===== src/rtl/prog_loader_pkg.sv =====
// prog_loader_pkg: shared state encoding, stream header size and image-size limit for the loader
package prog_loader_pkg;
  typedef enum logic [2:0] {
    S_IDLE, S_LEN_HI, S_LEN_LO, S_DATA, S_WRITE, S_CSUM, S_DONE, S_ERR
  } state_t;
  localparam int HDR_BYTES = 2;
  localparam int LEN_W = 8 * HDR_BYTES;
  function automatic logic [63:0] max_words(input int addr_w);
    return 64'(1) << addr_w;
  endfunction
endpackage


===== src/rtl/prog_loader_byte_assembler.sv =====
// prog_loader_byte_assembler: shifts stream bytes MSB-first into a memory word
//  i_clk, i_rst_n : clock, async active-low reset
//  i_clear        : drop any partial word
//  i_load, i_data : shift one byte in
//  o_word         : assembled word (complete in the cycle after o_word_full)
//  o_word_full    : this load supplies the last byte of the word
module prog_loader_byte_assembler #(
  parameter int WORD_W = 16
) (
  input  logic              i_clk,
  input  logic              i_rst_n,
  input  logic              i_clear,
  input  logic              i_load,
  input  logic [7:0]        i_data,
  output logic [WORD_W-1:0] o_word,
  output logic              o_word_full
);
  localparam int BPW = WORD_W / 8;
  localparam int CW = $clog2(BPW) + 1;
  logic [CW-1:0]     r_cnt;
  logic [WORD_W-1:0] r_word;
  assign o_word = r_word;
  assign o_word_full = i_load && (r_cnt == CW'(BPW - 1));
  always_ff @(posedge i_clk or negedge i_rst_n) begin
    if (!i_rst_n) begin
      r_cnt  <= '0;
      r_word <= '0;
    end else if (i_clear) begin
      r_cnt  <= '0;
      r_word <= '0;
    end else if (i_load) begin
      r_word <= (r_word << 8) | WORD_W'(i_data);
      r_cnt  <= o_word_full ? '0 : r_cnt + CW'(1);
    end
  end
endmodule


===== src/rtl/prog_loader.sv =====
// prog_loader: boot loader turning a length-prefixed byte stream into memory word writes
//  Optional trailing XOR checksum byte enabled by defining PROG_LOADER_CSUM_EN.
//  i_clk, i_rst_n          : clock, async active-low reset
//  i_start                 : begin a load (honoured in IDLE/DONE/ERR)
//  i_in_valid, i_in_data   : byte stream in; o_in_ready accepts it
//  o_mem_we/addr/wdata     : one-cycle word write, address/data held afterwards
//  o_cpu_rst, o_done, o_error : CPU reset (released only in DONE), status levels
module prog_loader
  import prog_loader_pkg::*;
#(
  parameter int WORD_W = 16,
  parameter int ADDR_W = 12
) (
  input  logic              i_clk,
  input  logic              i_rst_n,
  input  logic              i_start,
  input  logic              i_in_valid,
  input  logic [7:0]        i_in_data,
  output logic              o_in_ready,
  output logic              o_mem_we,
  output logic [ADDR_W-1:0] o_mem_addr,
  output logic [WORD_W-1:0] o_mem_wdata,
  output logic              o_cpu_rst,
  output logic              o_done,
  output logic              o_error
);
`ifdef PROG_LOADER_CSUM_EN
  localparam state_t S_TAIL = S_CSUM;
`else
  localparam state_t S_TAIL = S_DONE;
`endif
  state_t            r_state, w_next;
  logic [LEN_W-1:0]  r_len, r_widx, w_len;
  logic [ADDR_W-1:0] r_addr;
  logic [WORD_W-1:0] r_wdata, w_word;
  logic              w_xfer, w_start, w_full, w_last, w_oversize;
`ifdef PROG_LOADER_CSUM_EN
  logic [7:0]        r_csum;
`endif
  assign w_xfer = i_in_valid && o_in_ready;
  assign w_start = i_start && (r_state inside {S_IDLE, S_DONE, S_ERR});
  assign w_len = {r_len[LEN_W-1:8], i_in_data};
  assign w_oversize = 64'(w_len) > max_words(ADDR_W);
  assign w_last = (r_widx + LEN_W'(1)) == r_len;
  prog_loader_byte_assembler #(.WORD_W(WORD_W)) u_asm (
    .i_clk      (i_clk),
    .i_rst_n    (i_rst_n),
    .i_clear    (w_start),
    .i_load     (w_xfer && r_state == S_DATA),
    .i_data     (i_in_data),
    .o_word     (w_word),
    .o_word_full(w_full)
  );
  always_ff @(posedge i_clk or negedge i_rst_n) begin
    if (!i_rst_n) r_state <= S_IDLE;
    else r_state <= w_next;
  end
  always_comb begin
    w_next = r_state;
    case (r_state)
      S_IDLE, S_DONE, S_ERR: if (w_start) w_next = S_LEN_HI;
      S_LEN_HI: if (w_xfer) w_next = S_LEN_LO;
      S_LEN_LO: if (w_xfer) w_next = (w_len == '0) ? S_TAIL : w_oversize ? S_ERR : S_DATA;
      S_DATA:   if (w_full) w_next = S_WRITE;
      S_WRITE:  w_next = w_last ? S_TAIL : S_DATA;
`ifdef PROG_LOADER_CSUM_EN
      S_CSUM:   if (w_xfer) w_next = (i_in_data == r_csum) ? S_DONE : S_ERR;
`endif
      default:  w_next = S_IDLE;
    endcase
  end
  always_comb begin
    o_in_ready  = r_state inside {S_LEN_HI, S_LEN_LO, S_DATA, S_CSUM};
    o_mem_we    = r_state == S_WRITE;
    o_mem_addr  = (r_state == S_WRITE) ? ADDR_W'(r_widx) : r_addr;
    o_mem_wdata = (r_state == S_WRITE) ? w_word : r_wdata;
    o_cpu_rst   = r_state != S_DONE;
    o_done      = r_state == S_DONE;
    o_error     = r_state == S_ERR;
  end
  always_ff @(posedge i_clk or negedge i_rst_n) begin
    if (!i_rst_n) begin
      r_len   <= '0;
      r_widx  <= '0;
      r_addr  <= '0;
      r_wdata <= '0;
    end else if (w_start) begin
      r_len  <= '0;
      r_widx <= '0;
    end else begin
      if (w_xfer && r_state == S_LEN_HI) r_len[LEN_W-1:8] <= i_in_data;
      if (w_xfer && r_state == S_LEN_LO) r_len[7:0] <= i_in_data;
      if (r_state == S_WRITE) begin
        r_widx  <= r_widx + LEN_W'(1);
        r_addr  <= ADDR_W'(r_widx);
        r_wdata <= w_word;
      end
    end
  end
`ifdef PROG_LOADER_CSUM_EN
  always_ff @(posedge i_clk or negedge i_rst_n) begin
    if (!i_rst_n) r_csum <= '0;
    else if (w_start) r_csum <= '0;
    else if (w_xfer && r_state != S_CSUM) r_csum <= r_csum ^ i_in_data;
  end
`endif
endmodule


===== config.mk =====
export PLATFORM = sky130hd
export DESIGN_NAME = prog_loader
export DESIGN_NICKNAME = d
export VERILOG_FILES = /design/src/rtl/prog_loader_pkg.sv /design/src/rtl/prog_loader_byte_assembler.sv /design/src/rtl/prog_loader.sv
export SDC_FILE = /design/constraint.sdc
export NUM_CORES = 1
export LEC_CHECK = 0
export BUFFER_PORTS_ARGS = -buffer_cell sky130_fd_sc_hd__buf_2
export CAP_MARGIN = 15
export CORE_MARGIN = 5
export CORE_UTILIZATION = 45
export DETAILED_ROUTE_END_ITERATION = 8
export GPL_ROUTABILITY_DRIVEN = 0
export GPL_TIMING_DRIVEN = 1
export PLACE_DENSITY = 0.73
export SYNTH_ARGS = -nofsm -noshare
export SYNTH_HDL_FRONTEND = slang
export SYNTH_HIERARCHICAL = 1
export SYNTH_SLANG_ARGS = --single-unit

===== constraint.sdc =====
create_clock -name i_clk -period 3 [get_ports i_clk]
set_input_delay 0 -clock i_clk [delete_from_list [all_inputs] [get_ports i_clk]]
set_output_delay 0 -clock i_clk [all_outputs]
set_load 0.005 [all_outputs]

==> results.toml, run 1 <==
[yosys]
syn-num-nets = 493
postSynthRegisterBits = 81
syn_area_per_cell_um2 = 8.76
yosys.cell_types.count = 56
yosysSeqAreaShare = 0.482
ys_warn_count = 6
async_reset_ff_frac = 1.00
syn-instance-count = 480
syn_area_mm2 = 0.00420
ys.flop_type = "dfrtp_1"
synth_edf_count = 0

[pwr]
p_per_area_mw_per_mm2 = 843
ir_drop_v = 0.000593
p_leak_uw = 0.00248

[final_layout]
n_antenna_cell = 0
post_route_cells_drive_above_1_share = 0.142
syn_to_final_growth_pct = 12.1
nets = 530
final_cell_mix = "149 x nand2_1, 81 x dfrtp_1, 43 x buf_2, 37 x nor2_1, 23 x o21ai_0"
final_common_cell = "nand2_1"
postLayoutCoreUtil = 0.515

[sta]
hold_viol = 0
tns_ps = 0
finClkSkew_ps = 14.2
fmax_mhz = 411
drv_slew = 0
fin_crit_ps = 2430
grt_setup_unrepaired = "no"
setup_viol = 0
slew_headroom = 0.337
worst_pin_slew_ps = 995
finalCritPeriodShare = 0.811

[route]
antenna_left = 0
drt-total-wl_um = 9420
viasPerCell = 5.46
drt_iter0_drc = 174
first_pass_iters = 5
vias = 3456
drc = 0
wl_per_cell_um = 14.9

[setup_path]
cp.arrival_ps = 2670
critPathKind = "flop to flop"
worst-path-stages = 8
rr_startpoint = "r_widx[0]$_DFFE_PN0P_"
worstSetupEndpointType = "flop"
worstSetupStartpointType = "flop"
crit_end = "r_state[0]$_DFFE_PN0P_"
slowest_stage = "dfrtp_1"
required_ps = 3240
cp_max_fo = 6
r2r_cells = 8
startpoint = "r_widx[0]$_DFFE_PN0P_"
r2r_slack_ps = 570
crit_chain = "ha_1 -> nand3_1 -> nor3_2 -> xnor2_1 -> a22oi_1 -> nor4_1 -> nand4_1 -> o31a_1"
critPathMaxStageDelay_ps = 480
critPathBufInv = 0
cpLargestDelayFamily = "simple AND/OR/NAND/NOR gates"
reg2reg_to = "r_state[0]$_DFFE_PN0P_"

[die]
rows = 35
coreArea_mm2 = 0.00915
die_y_um = 107
dieWidth_um = 107
dieArea_mm2 = 0.0114
start_util = 0.459
ios = 45

[global_routing]
antenna_found_initial = 0
grt_use_total = 0.175
grt_pass1_vias = 3375
grt_start_max_net_pins = 82
overflow = 0
grt_pass1_wl_um = 16100

[clock_network]
cts_sinks = 81
cts_root_buffer = "clkbuf_8"
h-tree-depth = 3
worstSkewPairLatency_ps = 360
cts_setup_buffers = 0
cts_max_path_buffers = 2
cts_made_buffers = 9
cts.clk_slew.worst_paths_ps = 90
cts_tree = "built"

[placed_design]
dpl.hpwl_um = 6310
port_buffers = 44

[job]
cap_violations = 0

[run_status]
outcome = "complete, no violations"

[hold_path]
worst_hold_path_type = "primary input to flop"
[worst reg2reg max path, delay by kind of cell, from the launching register on]
family,cells,cell delay [ps]
compound gates,2,370
xor+xnor,1,180
flops,1,480
simple gates,4,1020
fa+ha+maj,1,280
[cell usage after synthesis, drive strengths merged (3+ instances only)]
master	number	area, µm²
a31oi	5	31.3
mux2i	18	180
nor2b	3	18.8
nand2b	3	18.8
inv	4	15.0
o21ai	23	115
nor2	38	145
xor2	8	70.1
nand4	5	31.3
nor4	8	50.1
nand2	151	577
and3	7	46.3
xnor2	18	158
a21oi	20	100
buf	14	110
dfrtp	81	2030
nor3	4	25.0
a22o	8	70.1
o31ai	3	22.5
clkbuf	16	81.3
nand3	13	65.1
[metal layers]
| layer | share of wire | global-route usage | wire (µm) |
|---|---|---|---|
| met1 | 0.47 | 0.233 | 4390 |
| met2 | 0.46 | 0.276 | 4310 |
| met3 | 0.061 | 0.0482 | 571 |
| met4 | 0.016 | 0.0584 | 150 |
| met5 | 0 | 0 | 0 |
[state kept, by name, indices dropped and copies added, names as in the netlist]
register / count
u_asm/o_word: 16
r_len: 16
r_widx: 16
r_wdata: 16
u_asm/r_cnt: 2
r_state: 3
r_addr: 12
[worst min path at each step]
stage | startpoint | end | slack (ps) | depth (start not counted)
final | i_start | r_state[1]$_DFFE_PN0P_ | 40 | 4
after global routing | i_start | r_state[1]$_DFFE_PN0P_ | 90 | 4
after CTS | i_start | r_state[2]$_DFFE_PN0P_ | 40 | 4
after detailed placement | i_rst_n | r_addr[6]$_DFFE_PN0N_ | 240 | 1
after global placement | i_rst_n | r_addr[2]$_DFFE_PN0N_ | 230 | 1
after floorplan | i_rst_n | r_addr[0]$_DFFE_PN0N_ | -300 | 0
[cell families after synthesis]
group           count (synthesis)  synth area share
compound gates                 74             0.110
xor+xnor                       26            0.0542
fa+ha+maj                       1           0.00298
buf+inv                        35            0.0515
flops                          81             0.482
mux                            18            0.0429
simple gates                  245             0.256
[cell type report]
| class | instances | area (µm²) |
|---|---|---|
| Fill cell | 837 | 4440 |
| Sequential cell | 81 | 2030 |
| Multi-Input combinational cell | 364 | 1960 |
| Timing Repair Buffer | 57 | 343 |
| Tap cell | 111 | 139 |
| Clock buffer | 9 | 124 |
| Clock inverter | 7 | 100 |
| Inverter | 4 | 15.0 |
[through the flow]
step | cells | power (µW) | hold WS, ps | setup slack, ps | area [µm²]
4_1_cts | 633 | 4000 | 35.6 | 582 | 4710
5_1_grt | 633 | 4270 | 91.5 | 342 | 4710
2_1_floorplan | 480 | 2710 | -296 | 860 | 4200
3_3_place_gp | 608 | 3040 | 229 | 715 | 4400
6_report | 633 | 3970 | 41.8 | 568 | 4710
3_5_place_dp | 608 | 3080 | 237 | 599 | 4400
[timing repair]
| item | 4_1_cts | 5_1_grt |
|---|---|---|
| resized for setup | 0 | 0 |
| hold endpoints to repair | 105 | 0 |
| hold buffers | 9 | 0 |
[report_power, final]
part	internal, µW	switching [µW]	total, µW	leakage, µW
sequential	1450	311	1760	0.00108
clock	476	418	894	0.000114
combinational	620	696	1320	0.00129
Power figures use the tool's default switching activity.
==> run 2: changes to the inputs <==
- clock period: 3 -> 2.4 ns (I/O delays scaled with it)
==> results.toml, run 2 (synthesis gave the netlist of run 1 again) <==
[sta]
drv_slew = 0
fin_crit_ps = 2270
finalCritPeriodShare = 0.945
grt_setup_unrepaired = "no"
setup_viol = 0
worst_pin_slew_ps = 702
slew_headroom = 0.530
hold_viol = 0
finClkSkew_ps = 13.3
fmax_mhz = 441
tns_ps = 0

[route]
antenna_left = 0
highest_layer = "met4"
vias = 3493
wl_met2_um = 4480
viasPerCell = 5.43
drc = 0
wl_per_cell_um = 14.9
drt-total-wl_um = 9580
wl_met1_um = 4410
wl_met3_um = 617
first_pass_iters = 4
drt_iter0_drc = 205

[hold_path]
worst_hold_path_type = "primary input to flop"
hold_end = "r_state[2]$_DFFE_PN0P_"
min_from = "i_start"
hold_depth = 4

[setup_path]
rr_startpoint = "r_widx[1]$_DFFE_PN0P_"
critPathKind = "flop to flop"
required_ps = 2660
cp_max_fo = 6
worstSetupEndpointType = "flop"
worstSetupStartpointType = "flop"
reg2reg_to = "r_state[0]$_DFFE_PN0P_"
r2r_cells = 8
cp.arrival_ps = 2520
r2r_slack_ps = 130

[final_layout]
post_route_cells_drive_above_1_share = 0.162
final_cell_area_mm2 = 0.00478
nets = 540
syn_to_final_growth_pct = 13.6
final_cell_mix = "149 x nand2_1, 81 x dfrtp_1, 43 x buf_2, 37 x nor2_1, 23 x o21ai_0"
postLayoutCoreUtil = 0.522
n_antenna_cell = 0
final_common_cell = "nand2_1"
fill_cells = 822

[clock_network]
cts.clk_slew.worst_paths_ps = 90
worstSkewPairLatency_ps = 370
cts_tree = "built"
h-tree-depth = 3
cts_max_path_buffers = 2
cts_root_buffer = "clkbuf_8"
cts_made_buffers = 9
cts_sinks = 81

[die]
dieArea_mm2 = 0.0114
coreArea_mm2 = 0.00915
ios = 45
die_y_um = 107
start_util = 0.459
dieWidth_um = 107
rows = 35

[pwr]
p_leak_uw = 0.00252
intPower_uw = 3150
p_per_area_mw_per_mm2 = 1040
clkPwrFrac = 0.213
pwr-share-comb = 0.356
ir_drop_v = 0.000596
p_sw_uw = 1810
p_seq_frac = 0.431
p_sw_frac = 0.365

[global_routing]
antenna_found_initial = 0
grt_use_total = 0.176
grt_pass1_vias = 3371
grt_start_max_net_pins = 50
overflow = 0
grt_pass1_wl_um = 16100

[placed_design]
postPlaceCellArea_mm2 = 0.00447
dpl.hpwl_um = 6760
port_buffers = 44

[run_status]
outcome = "complete, no violations"

[job]
cap_violations = 0
==> run 2: timing repair <==
item / 4_1_cts / 5_1_grt
setup buffers: 0 / 0
hold buffers: 9 / 0
setup endpoints to repair: 0 / 1
hold endpoints to repair: 71 / 0
gates resized for setup: 0 / 2
==> run 2: worst max-delay path, cell delays in order, from the launching register on <==
cell and delay, ps:
dfrtp_1 440, ha_2 230, and3_2 250, and3_1 220, xnor2_1 180, o21ai_0 110
nor4_1 290, nand4_1 180, o31a_1 260
==> run 2: worst max-delay path by stage <==
stage	to	from	depth (start not counted)	slack [ps]
global placement	r_state[0]$_DFFE_PN0P_	r_widx[1]$_DFFE_PN0P_	8	170
floorplan	r_state[0]$_DFFE_PN0P_	r_widx[0]$_DFFE_PN0P_	8	260
global route	r_state[0]$_DFFE_PN0P_	r_widx[1]$_DFFE_PN0P_	8	20
detailed placement	r_state[0]$_DFFE_PN0P_	r_widx[1]$_DFFE_PN0P_	8	120
finish	r_state[0]$_DFFE_PN0P_	r_widx[1]$_DFFE_PN0P_	8	130
CTS	r_state[0]$_DFFE_PN0P_	r_widx[1]$_DFFE_PN0P_	8	110
==> run 2: metal layers <==
metal	vias up	global-route usage
li1	1703	-
met1	1668	0.241
met2	113	0.280
met3	9	0.0518
met4	0	0.0338
met5	-	0
==> run 2: area by class of cell <==
cell class	instances	area [µm²]	share of cell area
sequential	81	2030	0.424
timing repair buffer	67	418	0.0875
multi-input combinational	364	1970	0.412
clock inverter	6	72.6	0.0152
clock buffer	10	138	0.0288
tap	111	139	0.0291
inverter	4	15.0	0.00314
==> run 2: metrics by stage <==
step,power (µW),hold WS (ps),setup WS (ps),cells
2_1_floorplan,3390,-296,260,480
3_3_place_gp,3840,52.3,174,618
3_5_place_dp,3920,56.7,121,618
4_1_cts,5000,30.6,109,643
5_1_grt,5330,70.0,18.9,643
6_report,4970,32.0,132,643
==> run 2: power by group through the flow <==
stage               logic (µW)  registers [µW]  clock network (µW)
global placement          1700            2140                   0
CTS                       1780            2140                1080
floorplan                 1360            2030                   0
global route              2000            2190                1140
detailed placement        1760            2170                   0
finish                    1770            2140                1060
==> run 3: changes to the inputs <==
- CELL_PAD_IN_SITES_DETAIL_PLACEMENT: unset -> 0
- CELL_PAD_IN_SITES_GLOBAL_PLACEMENT: unset -> 2
- CORE_UTILIZATION: 45 -> 35
- GPL_TIMING_DRIVEN: 1 -> unset
- PLACE_DENSITY: 0.73 -> 0.87
==> results.toml, run 3 (synthesis gave the netlist of run 1 again) <==
[sta]
drv_slew = 0
finalCritPeriodShare = 0.943
slew_headroom = 0.540
worst_pin_slew_ps = 688
tns_ps = 0
finClkSkew_ps = 10.7
setup_viol = 0
fmax_mhz = 442
grt_setup_unrepaired = "no"
fin_crit_ps = 2260
hold_viol = 0

[final_layout]
fill_cells = 1221
multi_input_area_mm2 = 0.00198
nets = 546
final_common_cell = "nand2_1"
final_cell_mix = "149 x nand2_1, 81 x dfrtp_1, 43 x buf_2, 37 x nor2_1, 23 x o21ai_0"
syn_to_final_growth_pct = 18.3
post_route_cells_drive_above_1_share = 0.171
postLayoutCoreUtil = 0.417
n_antenna_cell = 0
seq_area_mm2 = 0.00203

[setup_path]
r2r_cells = 8
r2r_slack_ps = 140
slowest_stage = "dfrtp_1"
rr_startpoint = "r_widx[1]$_DFFE_PN0P_"
crit_end = "r_state[0]$_DFFE_PN0P_"
worstSetupStartpointType = "flop"
worstSetupEndpointType = "flop"
critPathKind = "flop to flop"
startpoint = "r_widx[1]$_DFFE_PN0P_"
required_ps = 2630
worst-path-stages = 8
critPathMaxStageDelay_ps = 450
critPathBufInv = 0
crit_chain = "ha_4 -> and3_2 -> nand2_1 -> nor2_1 -> a2111o_1 -> nor4_1 -> nand4_1 -> o31a_1"
reg2reg_to = "r_state[0]$_DFFE_PN0P_"
cpLargestDelayFamily = "simple AND/OR/NAND/NOR gates"
cp.arrival_ps = 2490
cp_max_fo = 6

[clock_network]
cts_root_buffer = "clkbuf_16"
worstSkewPairLatency_ps = 340
cts_sinks = 81
cts_max_path_buffers = 2
cts_tree = "built"
h-tree-depth = 3
cts.clk_slew.worst_paths_ps = 70
cts_setup_buffers = 0
cts_made_buffers = 9

[route]
vias = 3464
viasPerCell = 5.06
drt_iter0_drc = 168
antenna_left = 0
drc = 0
drt-total-wl_um = 10200
wl_per_cell_um = 14.9
first_pass_iters = 5

[global_routing]
antenna_found_initial = 0
grt_pass1_wl_um = 17600
grt_pass1_vias = 3530
grt_start_max_net_pins = 50
grt_use_total = 0.153
overflow = 0

[placed_design]
dpl.hpwl_um = 7150
port_buffers = 44

[die]
dieArea_mm2 = 0.0143
start_util = 0.353
dieWidth_um = 120
rows = 40
ios = 45
die_y_um = 120
coreArea_mm2 = 0.0119

[pwr]
p_per_area_mw_per_mm2 = 1060
ir_drop_v = 0.000524
p_leak_uw = 0.00260

[hold_path]
worst_hold_path_type = "primary input to flop"

[run_status]
outcome = "complete, no violations"

[job]
cap_violations = 0
## run 3: cell types whose count changed in the layout (fill, tap and decap cells not counted), sizes merged
cell    delta
bufinv     -1
inv        -1
clkinv     +2
buf        +6
## run 3: power by group
part	total [µW]	internal, µW	switching [µW]
combinational	1820	856	961
sequential	2140	1820	318
clock	1340	744	595
## run 3: metal layers
layer	global-route usage	routed length, µm
met5	0	0
met4	0.0616	155
met3	0.0363	328
met2	0.247	4790
met1	0.198	4940
## run 3: how the worst min path moves through the flow
stage | startpoint | endpoint | slack (ps) | cells past startpoint
2_1_floorplan | i_rst_n | r_addr[0]$_DFFE_PN0N_ | -300 | 0
3_3_place_gp | i_rst_n | r_addr[6]$_DFFE_PN0N_ | 60 | 1
6_report | i_start | r_state[1]$_DFFE_PN0P_ | 70 | 4
5_1_grt | i_start | r_state[1]$_DFFE_PN0P_ | 120 | 4
3_5_place_dp | i_rst_n | r_addr[6]$_DFFE_PN0N_ | 70 | 1
4_1_cts | i_start | r_state[1]$_DFFE_PN0P_ | 70 | 4
## run 3: per-stage QoR
step           hold WS [ps]  power [µW]  setup slack (ps)  instances  cell area [µm²]
3_3_place_gp           64.5        3930               154        660             4570
2_1_floorplan          -296        3390               260        480             4200
5_1_grt                 123        5730              2.39        685             4970
6_report               74.2        5290               137        685             4970
4_1_cts                70.6        5350              73.4        685             4950
3_5_place_dp           71.1        3980              86.5        660             4570
## run 3: final cells by class
type                            instances  area share
Sequential cell                        81       0.408
Multi-Input combinational cell        364       0.398
Timing Repair Buffer                   73      0.0956
Clock buffer                           10      0.0481
Tap cell                              147      0.0370
Clock inverter                          6      0.0103
Inverter                                4     0.00302
## run 3: worst register-to-register path, stage by stage, from the launching register on
cell and delay (ps):
dfrtp_1 450, ha_4 210, and3_2 250, nand2_1 90, nor2_1 60, a2111o_1 370
nor4_1 280, nand4_1 170, o31a_1 270
## run 3: repair_timing
action,CTS,global route
hold buffers,9,0
hold endpoints to repair,71,0
gates resized for setup,0,3
setup endpoints to repair,0,1
